--- src/rtl/gmii_rx_frame_if.sv ---
// GMII receive pins plus the write side of the 9-bit frame FIFO, bundled as one port.
interface gmii_rx_frame_if;
    logic       phy_rx_dv;
    logic       phy_rx_er;
    logic [7:0] phy_rxd;
    logic       wr_full;
    logic       wr_en;
    logic [8:0] wr_data;

    modport master (
        input  phy_rx_dv, phy_rx_er, phy_rxd, wr_full,
        output wr_en, wr_data
    );

    modport slave (
        output phy_rx_dv, phy_rx_er, phy_rxd, wr_full,
        input  wr_en, wr_data
    );
endinterface

--- src/rtl/gmii_rx_frame.sv ---
// GMII receive framer: strips preamble/SFD, checks and removes the FCS, and emits
// 9-bit words {1,byte} per frame byte followed by one {0,status} word.
//
// state      | meaning
// -----------+-----------------------------------------------------------
// S_IDLE     | between frames; a pending status word may be flushed here
// S_PREAMBLE | 0x55 bytes seen, waiting for the 0xD5 SFD
// S_DATA     | frame body: CRC, count, 4-byte FCS delay line, byte writes
// S_DROP     | unusable frame, wait for dv to fall
module gmii_rx_frame #(
    parameter int MIN_LEN = 64,
    parameter int MAX_LEN = 1518
) (
    input  logic            phy_rx_clk,
    input  logic            sys_rst_n,
    gmii_rx_frame_if.master bus
);

    typedef enum logic [1:0] {
        S_IDLE,
        S_PREAMBLE,
        S_DATA,
        S_DROP
    } state_t;

    localparam logic [12:0] MIN_L   = 13'(MIN_LEN);
    localparam logic [12:0] MAX_L   = 13'(MAX_LEN);
    // A byte leaves the delay line four bytes after it entered, so the write
    // window for byte index < MAX_LEN closes at entry count MAX_LEN + 4.
    localparam logic [12:0] WR_LIM  = 13'(MAX_LEN + 4);
    localparam logic [31:0] RESIDUE = 32'hDEBB_20E3;

    function automatic logic [31:0] crc_byte(input logic [31:0] c, input logic [7:0] d);
        logic [31:0] r;
        r = c;
        for (int i = 0; i < 8; i++) begin
            if (r[0] ^ d[i])
                r = (r >> 1) ^ 32'hEDB8_8320;
            else
                r = r >> 1;
        end
        return r;
    endfunction

    logic        dv_q, er_q, full_q;
    logic [7:0]  rxd_q;

    state_t      state, state_d;
    logic [31:0] crc, crc_d;
    logic [12:0] cnt, cnt_d, cnt_inc;
    logic [31:0] dly, dly_d;
    logic [2:0]  dly_cnt, dly_cnt_d;
    logic        err_flag, err_d;
    logic        long_flag, long_d;
    logic        ovf_flag, ovf_d;
    logic        pend, pend_d;
    logic [7:0]  pend_status, pend_status_d;
    logic [7:0]  status;
    logic        wr_en_q, wr_en_d;
    logic [8:0]  wr_data_q, wr_data_d;

    always_ff @(posedge phy_rx_clk or negedge sys_rst_n) begin
        if (!sys_rst_n) begin
            dv_q   <= 1'b0;
            er_q   <= 1'b0;
            full_q <= 1'b0;
            rxd_q  <= 8'h00;
        end else begin
            dv_q   <= bus.phy_rx_dv;
            er_q   <= bus.phy_rx_er;
            full_q <= bus.wr_full;
            rxd_q  <= bus.phy_rxd;
        end
    end

    always_ff @(posedge phy_rx_clk or negedge sys_rst_n) begin
        if (!sys_rst_n)
            state <= S_IDLE;
        else
            state <= state_d;
    end

    always_comb begin
        state_d       = state;
        crc_d         = crc;
        cnt_d         = cnt;
        dly_d         = dly;
        dly_cnt_d     = dly_cnt;
        err_d         = err_flag;
        long_d        = long_flag;
        ovf_d         = ovf_flag;
        pend_d        = pend;
        pend_status_d = pend_status;
        wr_en_d       = 1'b0;
        wr_data_d     = 9'h000;
        cnt_inc       = (cnt == 13'h1FFF) ? cnt : cnt + 13'd1;
        status        = {3'b000, ovf_flag, long_flag, (cnt < MIN_L), err_flag, (crc == RESIDUE)};

        // Only S_IDLE/S_DROP can be active while pending, so this never
        // competes with a frame write.
        if (pend && !full_q) begin
            wr_en_d   = 1'b1;
            wr_data_d = {1'b0, pend_status};
            pend_d    = 1'b0;
        end

        case (state)
            S_IDLE: begin
                if (dv_q)
                    state_d = (rxd_q == 8'h55 && !pend) ? S_PREAMBLE : S_DROP;
            end

            S_PREAMBLE: begin
                if (!dv_q) begin
                    state_d = S_IDLE;
                end else if (rxd_q == 8'hD5) begin
                    state_d   = S_DATA;
                    crc_d     = 32'hFFFF_FFFF;
                    cnt_d     = 13'd0;
                    dly_d     = 32'h0000_0000;
                    dly_cnt_d = 3'd0;
                    err_d     = 1'b0;
                    long_d    = 1'b0;
                    ovf_d     = 1'b0;
                end else if (rxd_q != 8'h55) begin
                    state_d = S_DROP;
                end
            end

            S_DATA: begin
                if (dv_q) begin
                    crc_d = crc_byte(crc, rxd_q);
                    cnt_d = cnt_inc;
                    dly_d = {rxd_q, dly[31:8]};
                    if (er_q)
                        err_d = 1'b1;
                    if (cnt_inc > MAX_L)
                        long_d = 1'b1;
                    if (dly_cnt == 3'd4) begin
                        if (cnt_inc <= WR_LIM && !ovf_flag) begin
                            if (full_q) begin
                                ovf_d = 1'b1;
                            end else begin
                                wr_en_d   = 1'b1;
                                wr_data_d = {1'b1, dly[7:0]};
                            end
                        end
                    end else begin
                        dly_cnt_d = dly_cnt + 3'd1;
                    end
                end else begin
                    state_d = S_IDLE;
                    if (full_q) begin
                        pend_d        = 1'b1;
                        pend_status_d = status;
                    end else begin
                        wr_en_d   = 1'b1;
                        wr_data_d = {1'b0, status};
                    end
                end
            end

            S_DROP: begin
                if (!dv_q)
                    state_d = S_IDLE;
            end

            default: state_d = S_IDLE;
        endcase
    end

    always_ff @(posedge phy_rx_clk or negedge sys_rst_n) begin
        if (!sys_rst_n) begin
            crc         <= 32'h0000_0000;
            cnt         <= 13'd0;
            dly         <= 32'h0000_0000;
            dly_cnt     <= 3'd0;
            err_flag    <= 1'b0;
            long_flag   <= 1'b0;
            ovf_flag    <= 1'b0;
            pend        <= 1'b0;
            pend_status <= 8'h00;
            wr_en_q     <= 1'b0;
            wr_data_q   <= 9'h000;
        end else begin
            crc         <= crc_d;
            cnt         <= cnt_d;
            dly         <= dly_d;
            dly_cnt     <= dly_cnt_d;
            err_flag    <= err_d;
            long_flag   <= long_d;
            ovf_flag    <= ovf_d;
            pend        <= pend_d;
            pend_status <= pend_status_d;
            wr_en_q     <= wr_en_d;
            wr_data_q   <= wr_data_d;
        end
    end

    assign bus.wr_en   = wr_en_q;
    assign bus.wr_data = wr_data_q;

endmodule

--- src/flat_wrapper.sv ---
// flat-port wrapper written by rule: the top's interface ports become plain ports
module gmii_rx_frame_flat 
#(
    parameter int MIN_LEN = 64,
    parameter int MAX_LEN = 1518
)
  (phy_rx_clk, sys_rst_n, bus_phy_rx_dv, bus_phy_rx_er, bus_phy_rxd, bus_wr_full, bus_wr_en, bus_wr_data);
  gmii_rx_frame_if bus_i ();
  input  logic phy_rx_clk;
  input  logic sys_rst_n;
  input wire logic [$bits(bus_i.phy_rx_dv)-1:0] bus_phy_rx_dv;
  input wire logic [$bits(bus_i.phy_rx_er)-1:0] bus_phy_rx_er;
  input wire logic [$bits(bus_i.phy_rxd)-1:0] bus_phy_rxd;
  input wire logic [$bits(bus_i.wr_full)-1:0] bus_wr_full;
  output wire logic [$bits(bus_i.wr_en)-1:0] bus_wr_en;
  output wire logic [$bits(bus_i.wr_data)-1:0] bus_wr_data;
  assign bus_i.phy_rx_dv = bus_phy_rx_dv;
  assign bus_i.phy_rx_er = bus_phy_rx_er;
  assign bus_i.phy_rxd = bus_phy_rxd;
  assign bus_i.wr_full = bus_wr_full;
  assign bus_wr_en = bus_i.wr_en;
  assign bus_wr_data = bus_i.wr_data;
  gmii_rx_frame #(.MIN_LEN(MIN_LEN), .MAX_LEN(MAX_LEN)) u_core (.phy_rx_clk(phy_rx_clk), .sys_rst_n(sys_rst_n), .bus(bus_i));
endmodule
--- config.mk ---
export PLATFORM = sky130hd
export DESIGN_NAME = gmii_rx_frame_flat
export DESIGN_NICKNAME = d
export VERILOG_FILES = /design/src/rtl/gmii_rx_frame_if.sv /design/src/rtl/gmii_rx_frame.sv /design/src/flat_wrapper.sv
export SDC_FILE = /design/constraint.sdc
export NUM_CORES = 1
export LEC_CHECK = 0
export BUFFER_PORTS_ARGS = -buffer_cell sky130_fd_sc_hd__buf_2
export CORE_ASPECT_RATIO = 1.1
export CORE_MARGIN = 4
export CORE_UTILIZATION = 40
export CTS_BUF_LIST = sky130_fd_sc_hd__clkbuf_8
export CTS_CLUSTER_DIAMETER = 40
export CTS_CLUSTER_SIZE = 8
export DETAILED_ROUTE_END_ITERATION = 16
export PLACE_DENSITY_LB_ADDON = 0.25
export SYNTH_ARGS = -nofsm -noshare
export SYNTH_HDL_FRONTEND = slang
export SYNTH_SLANG_ARGS = --single-unit
--- constraint.sdc ---
create_clock -name phy_rx_clk -period 6.8 [get_ports phy_rx_clk]
set_input_delay 0.68 -clock phy_rx_clk [delete_from_list [all_inputs] [get_ports phy_rx_clk]]
set_output_delay 0.68 -clock phy_rx_clk [all_outputs]
set_load 0.03 [all_outputs]
-- Word-level counts from Yosys, hierarchy flattened
Index checks and enable logic that the tools add are counted.
- equality and inequality tests: 21
- $lt $le $gt $ge: 3
- mux-type cells: 77
- add/sub/neg operators: 2
- shifts and indexed selects: 0
- multiply operators: 0
- div/mod/pow operators: 0
- bitwise logic cells: 17
- reduce and logical (&&, ||, !) cells: 16
- operator list (kind ; number):
    32-bit two-way mux ; 28
    32-bit one-hot mux with 2 select lines ; 2
    13-bit inverter with 14-bit output ; 8
    9-bit two-way mux ; 6
    13-bit two-way mux ; 4
    32-bit == test, second input constant ; 1
    13-bit one-hot mux with 2 select lines ; 1
    1-bit two-way mux ; 20
    2-bit by 1-bit != test with 1-bit output, second input constant ; 9
    5-bit AND reduction ; 3
    13-bit by 1-bit adder with 13-bit output, second input constant ; 1
    13-bit == test, second input constant ; 1
    13-bit by 11-bit greater-than comparator with 1-bit output, second input constant ; 1
    13-bit by 11-bit <= comparator with 1-bit output, second input constant ; 1
    13-bit by 7-bit < comparator with 1-bit output, second input constant ; 1
    2-bit two-way mux ; 6
    3-bit two-way mux ; 4
    8-bit by 7-bit == test with 1-bit output, second input constant ; 1
    8-bit == test, second input constant ; 1
    8-bit by 7-bit != test with 1-bit output, second input constant ; 1
    1-bit XOR ; 8
    7-bit AND reduction ; 1
    1-bit one-hot mux with 2 select lines ; 3
    2-bit one-hot mux with 3 select lines ; 1
    other kinds (16) ; 23
- memories kept: 0
- bits in read-only memories: 0
- input bits: 13
- bits in writable memories: 0
- output and inout port bits: 10
- word-level logic and storage cells: 152
- bits in latches: 0
- bits in registers: 112

-- Longest topological paths before layout
- depth after elaboration: 32
- mapped depth: 10
- mapped depth without buffers: 8

-- Worst setup path after synthesis
No wires, ideal clock.
- path kind: register -> register
- start: reg u_core.cnt[1]
- end: reg u_core.wr_data_q[1], in the netlist u_core.bus.wr_data[1]
- stages on the path, launching flop included: 10
- clock period less this slack: 2576 ps
- library setup time: 126 ps
- arrival time: 2449 ps
- slack: 4224 ps
- path through: dfrtp_1 -> ha_1 -> and3_1 -> a2111oi_4 -> o211a_1 -> o221ai_2 -> o211ai_2 -> nand2_2 -> buf_6 -> a311o_1
- word-level cells in the longest chain between the ends: 8
- ends and longest elaborated chain (item ; line ; RTL):
    start, declared ; gmii_rx_frame.sv:50 ; logic [12:0] cnt, cnt_d, cnt_inc;
    start signal, assigned ; gmii_rx_frame.sv:187 ; cnt <= cnt_d;
    13-bit by 1-bit adder with 13-bit output or 13-bit == test (tied branches) ; gmii_rx_frame.sv:96 ; cnt_inc = (cnt == 13'h1FFF) ? cnt : cnt + 13'd1;
    13-bit two-way mux * ; gmii_rx_frame.sv:96 ;
    13-bit by 11-bit <= comparator with 1-bit output * ; gmii_rx_frame.sv:140 ; if (cnt_inc <= WR_LIM && !ovf_flag) begin
    1-bit logical AND * ; gmii_rx_frame.sv:140 ;
    9-bit two-way mux * ; gmii_rx_frame.sv:140 ;
    9-bit two-way mux * ; gmii_rx_frame.sv:139 ; if (dly_cnt == 3'd4) begin
    9-bit two-way mux * ; gmii_rx_frame.sv:131 ; if (dv_q) begin
    9-bit two-way mux * ; gmii_rx_frame.sv:107 ; case (state)
    net u_core.wr_data_d[1] ; gmii_rx_frame.sv:60 ; logic [8:0] wr_data_q, wr_data_d;
    end signal, assigned ; gmii_rx_frame.sv:196 ; wr_data_q <= wr_data_d;
    end, declared ; gmii_rx_frame.sv:60 ;
The timed path passes the listed nets; every way through them passes the cells marked *.
A chain may end at the register's enable or synchronous reset.

-- Worst setup path after layout
- start: reg u_core.cnt[0]
- end: reg u_core.wr_data_q[3], in the netlist u_core.bus.wr_data[3]
Same word-level chain as after synthesis.

==> PnR_summary.wiki <==
{| class="wikitable"
! Metric !! Value
|-
| Fraction of layout cells with a size suffix above 1 || 0.09693
|-
| Cell at the slowest stage of the critical path || dfrtp_1
|-
| TritonCTS Buffers || 9
|-
| Drt via density || 5.539
|-
| Placed cell count || slightly below 800
|-
| Clock period minus final worst setup slack || 3.243 ns
|-
| Number of flops mapped to enable cells by yosys || 0
|-
| WP data required || 7.08 ns
|-
| Worst setup slack before clock tree synthesis || 3.653 ns
|-
| Area used by multi-input combinational logic || 2865 um2
|-
| Maximum root-to-sink buffer count || 2
|-
| Number of maximum-capacitance violations || 0
|-
| Synthesized instance count || 615
|-
| Synth async-reset ratio || 1.000
|-
| Worst Setup Slack, final || 3.557 ns
|-
| Wire length after detailed routing || 13,220 um
|-
| Per-instance average area after synthesis || 9.521 um2
|-
| Part of the Yosys area used for sequential elements || 0.4786
|-
| Top area cells in the synthesized netlist || dfrtp_1 48%, xnor2_1 7.2%, nand2_1 6.2%
|-
| Register clock-pin slew on the reported worst setup and hold paths || around 0.1 ns
|-
| Post-Route Hold Slack || 0.1799 ns
|-
| Remaining number of nets flagged by the antenna check after routing || 0
|-
| Slew at the pin closest to its max-slew limit || 1.047 ns
|-
| RSZ-0062 raised after global routing || no
|-
| Iteration-0 DRC count of the detailed router || approximately 360
|-
| Stages on the worst setup path || 8
|-
| Worst setup path end || u_core.bus.wr_data[3]$_DFF_PN0_
|-
| Arrival @ worst endpoint || 3.53 ns
|-
| Count of unique library cells instantiated by Yosys || 63
|-
| Cell area power density || between 400 and 500 nW/um2
|-
| Worst rel slew slack || 0.3020
|-
| Maximum ir drop on the vdd rail || 0.0003173 V
|-
| Hold crit path type || input pin to async pin
|-
| Routed wirelength normalized by instance count || 16.30 um
|-
| Fill cell instance count of the final layout || 1,459
|-
| Final max-slew violation count || 0
|-
| Largest area contributor in the netlist || dfrtp_1
|-
| Vias in the first global route || approximately 4,500
|-
| Overall die width || 123.4 um
|-
| Total chip power || 2.556 mW
|-
| Hold buffers post-CTS || 0
|-
| Post-cts resize count || 0
|-
| YS warnings || 0
|-
| Crit path capture type || flip-flop
|-
| Number of H-tree levels || 3
|-
| Family of cells with the greatest summed delay on the critical path || compound AO/OA/AOI/OAI gates
|-
| Gr ovfl total || 0
|-
| GRT Util Overall || 0.1704
|-
| Post-route setup TNS || 0 ns
|-
| Register-to-Register Path Depth || 8
|-
| # port buffers || 22
|-
| Layout Area Growth over Synthesis || 6.688%
|-
| Post-DP HPWL || 8975 um
|-
| Remaining DRCs || 0
|-
| Maximum fanout along the worst path || 13
|-
| Period Utilization, post-route || 0.4769
|-
| Die Footprint || 16,640 um2
|-
| Final worst clock skew || 0.01439 ns
|-
| Register area || 2803 um2
|-
| GP Congestion || between 0.8 and 0.9
|-
| Cell Rows || 46
|-
| Die height || 134.9 um
|-
| Number of synthesized register bits || between 100 and 150
|-
| Run status || completed
|-
| Top cells by instance count after synthesis || 112 x dfrtp_1, 97 x nand2_1, 54 x nor2_1
|-
| Via count || 4,492
|-
| Number of diodes || 0
|-
| Peak per-stage delay on the critical path || roughly 0.56 ns
|-
| Main synth FF type || dfrtp_1
|-
| Most repeated cell in the gate-level netlist after synthesis || dfrtp_1
|-
| Final nets || 635
|-
| Clock Root Buffer || clkbuf_8
|-
| Total of endpoints with negative setup slack in the final report || 0
|-
| Clock latency at the later pin of the worst-skew pair || about 0.4 ns
|-
| Number of buffers and inverters on the critical path || 0
|-
| DR pass1 iterations || 5
|-
| Maximum number of pins on one net before global-route repair || 95
|-
| Syn Std Cell Area || 5856 um2
|-
| Starting density of the core || 0.4070
|-
| Endpoint of the most critical register-to-register path || u_core.bus.wr_data[3]$_DFF_PN0_
|-
| Antenna violations before repair || 0
|-
| First-pass GRT wire length || between 20,000 and 25,000 um
|-
| Type of origin of the critical path || flip-flop
|-
| Cell-by-cell trace of the critical path || ha_1, nand3_4, o32a_1, a2111oi_4, o221ai_2, o211ai_2, nand2_2, a311o_1
|-
| Highest Clock Rate || 0.3084 GHz
|-
| Register-to-register path setup slack || 3.56 ns
|-
| Placeable Area || around 14,000 um2
|-
| Worst setup path startpoint || u_core.cnt[0]$_DFFE_PN0P_
|-
| Clock tree from TritonCTS || built
|-
| Net count of the mapped netlist || 636
|-
| Type of the worst setup path || flip-flop to flip-flop
|-
| Startpoint of the most critical register-to-register path || u_core.cnt[0]$_DFFE_PN0P_
|-
| P_leak || between 2 and 3 nW
|-
| Area share of the largest cell type after synthesis || 0.4786
|-
| Total setup buffers inserted after CTS || 0
|-
| Fin. Hold Viols || 0
|-
| Total number of clock tree sinks || roughly 110
|-
| Top-level I/O count || 23
|-
| Post-route non-filler standard cell count || between 800 and 900
|}
[state kept, by name (all words and copies together) (netlist names)]
signal	cells
u_core.bus.wr_data	9
u_core.bus.wr_en	1
u_core.cnt	13
u_core.crc	32
u_core.dly	32
u_core.dly_cnt	3
u_core.dv_q	1
u_core.er_q	1
u_core.err_flag	1
u_core.full_q	1
u_core.long_flag	1
u_core.ovf_flag	1
u_core.pend	1
u_core.pend_status	5
u_core.rxd_q	8
u_core.state	2
[cell usage in the layout (no fill, tap or decap), types with 3 or more instances in the layout]
master and instances:
xnor2_1 48, a311o_1 5, o31ai_1 5, nand2_1 97
buf_2 21, mux2i_1 3, nor4_1 6, buf_4 5
ha_1 7, xor2_1 21, o31a_1 4, nand4_1 3
clkinv_2 3, and3_1 14, nor2_1 53, clkbuf_8 9
a22oi_1 4, mux2_2 6, a21oi_1 32, inv_1 11
nor2b_1 6, a31oi_1 20, nand3b_1 3, dfrtp_1 112
o21ai_0 18, nand4b_1 5, nand3_1 39, nand2b_1 4
nor3_1 9
[area by class of cell]
class                           count  share of cell area
Clock buffer                        9             0.01983
Clock inverter                      7            0.006209
Inverter                            9            0.005408
Multi-Input combinational cell    456              0.4586
Sequential cell                   112              0.4486
Tap cell                          192             0.03845
Timing Repair Buffer               26             0.02283
[cells by family (layout without fill, tap and decap cells)]
kind of cell,Yosys count,count (layout),synth area share
flip-flops,112,112,0.4786
AO/OA/AOI/OAI,108,108,0.1278
AND/OR/NAND/NOR,260,260,0.2173
buffers and inverters,47,51,0.03376
multiplexers,9,9,0.01667
XOR/XNOR,71,71,0.1088
adder cells (fa/ha/maj),8,8,0.01709
[report_power, final]
group,switching (mW),internal (mW),leakage (nW)
Clock,0.225,0.130,0.0918
Sequential,0.148,0.810,1.38
Combinational,0.712,0.532,1.26
Total,1.08,1.47,2.73
[how the worst min path moves through the flow]
stage                                    start                         endpoint  cells after the start
finish                               sys_rst_n        u_core.cnt[5]$_DFFE_PN0P_                      1
global route                         sys_rst_n        u_core.cnt[5]$_DFFE_PN0P_                      1
CTS                                  sys_rst_n        u_core.cnt[5]$_DFFE_PN0P_                      1
detailed placement  u_core.dly[13]$_DFFE_PN0P_       u_core.dly[13]$_DFFE_PN0P_                      2
global placement     u_core.dly[5]$_DFFE_PN0P_        u_core.dly[5]$_DFFE_PN0P_                      2
floorplan                            sys_rst_n  u_core.bus.wr_data[0]$_DFF_PN0_                      0
[metrics by stage]
| stage | utilization | area (um2) |
|---|---|---|
| final | 0.4342 | 6247 |
| after CTS | 0.4342 | 6247 |
| after detailed placement | 0.4229 | 6085 |
| after global routing | 0.4342 | 6247 |
| after floorplan | - | 5856 |
| after global placement | 0.4229 | 6085 |
[routing by layer]
layer	global-route usage	part of all wire	vias to the layer above
li1	-	-	2127
met1	0.2329	0.47	2232
met2	0.2644	0.47	109
met3	0.03980	0.038	24
met4	0.06154	0.022	0
met5	0	0	-
No activity file was read; power rests on OpenSTA's default activity.
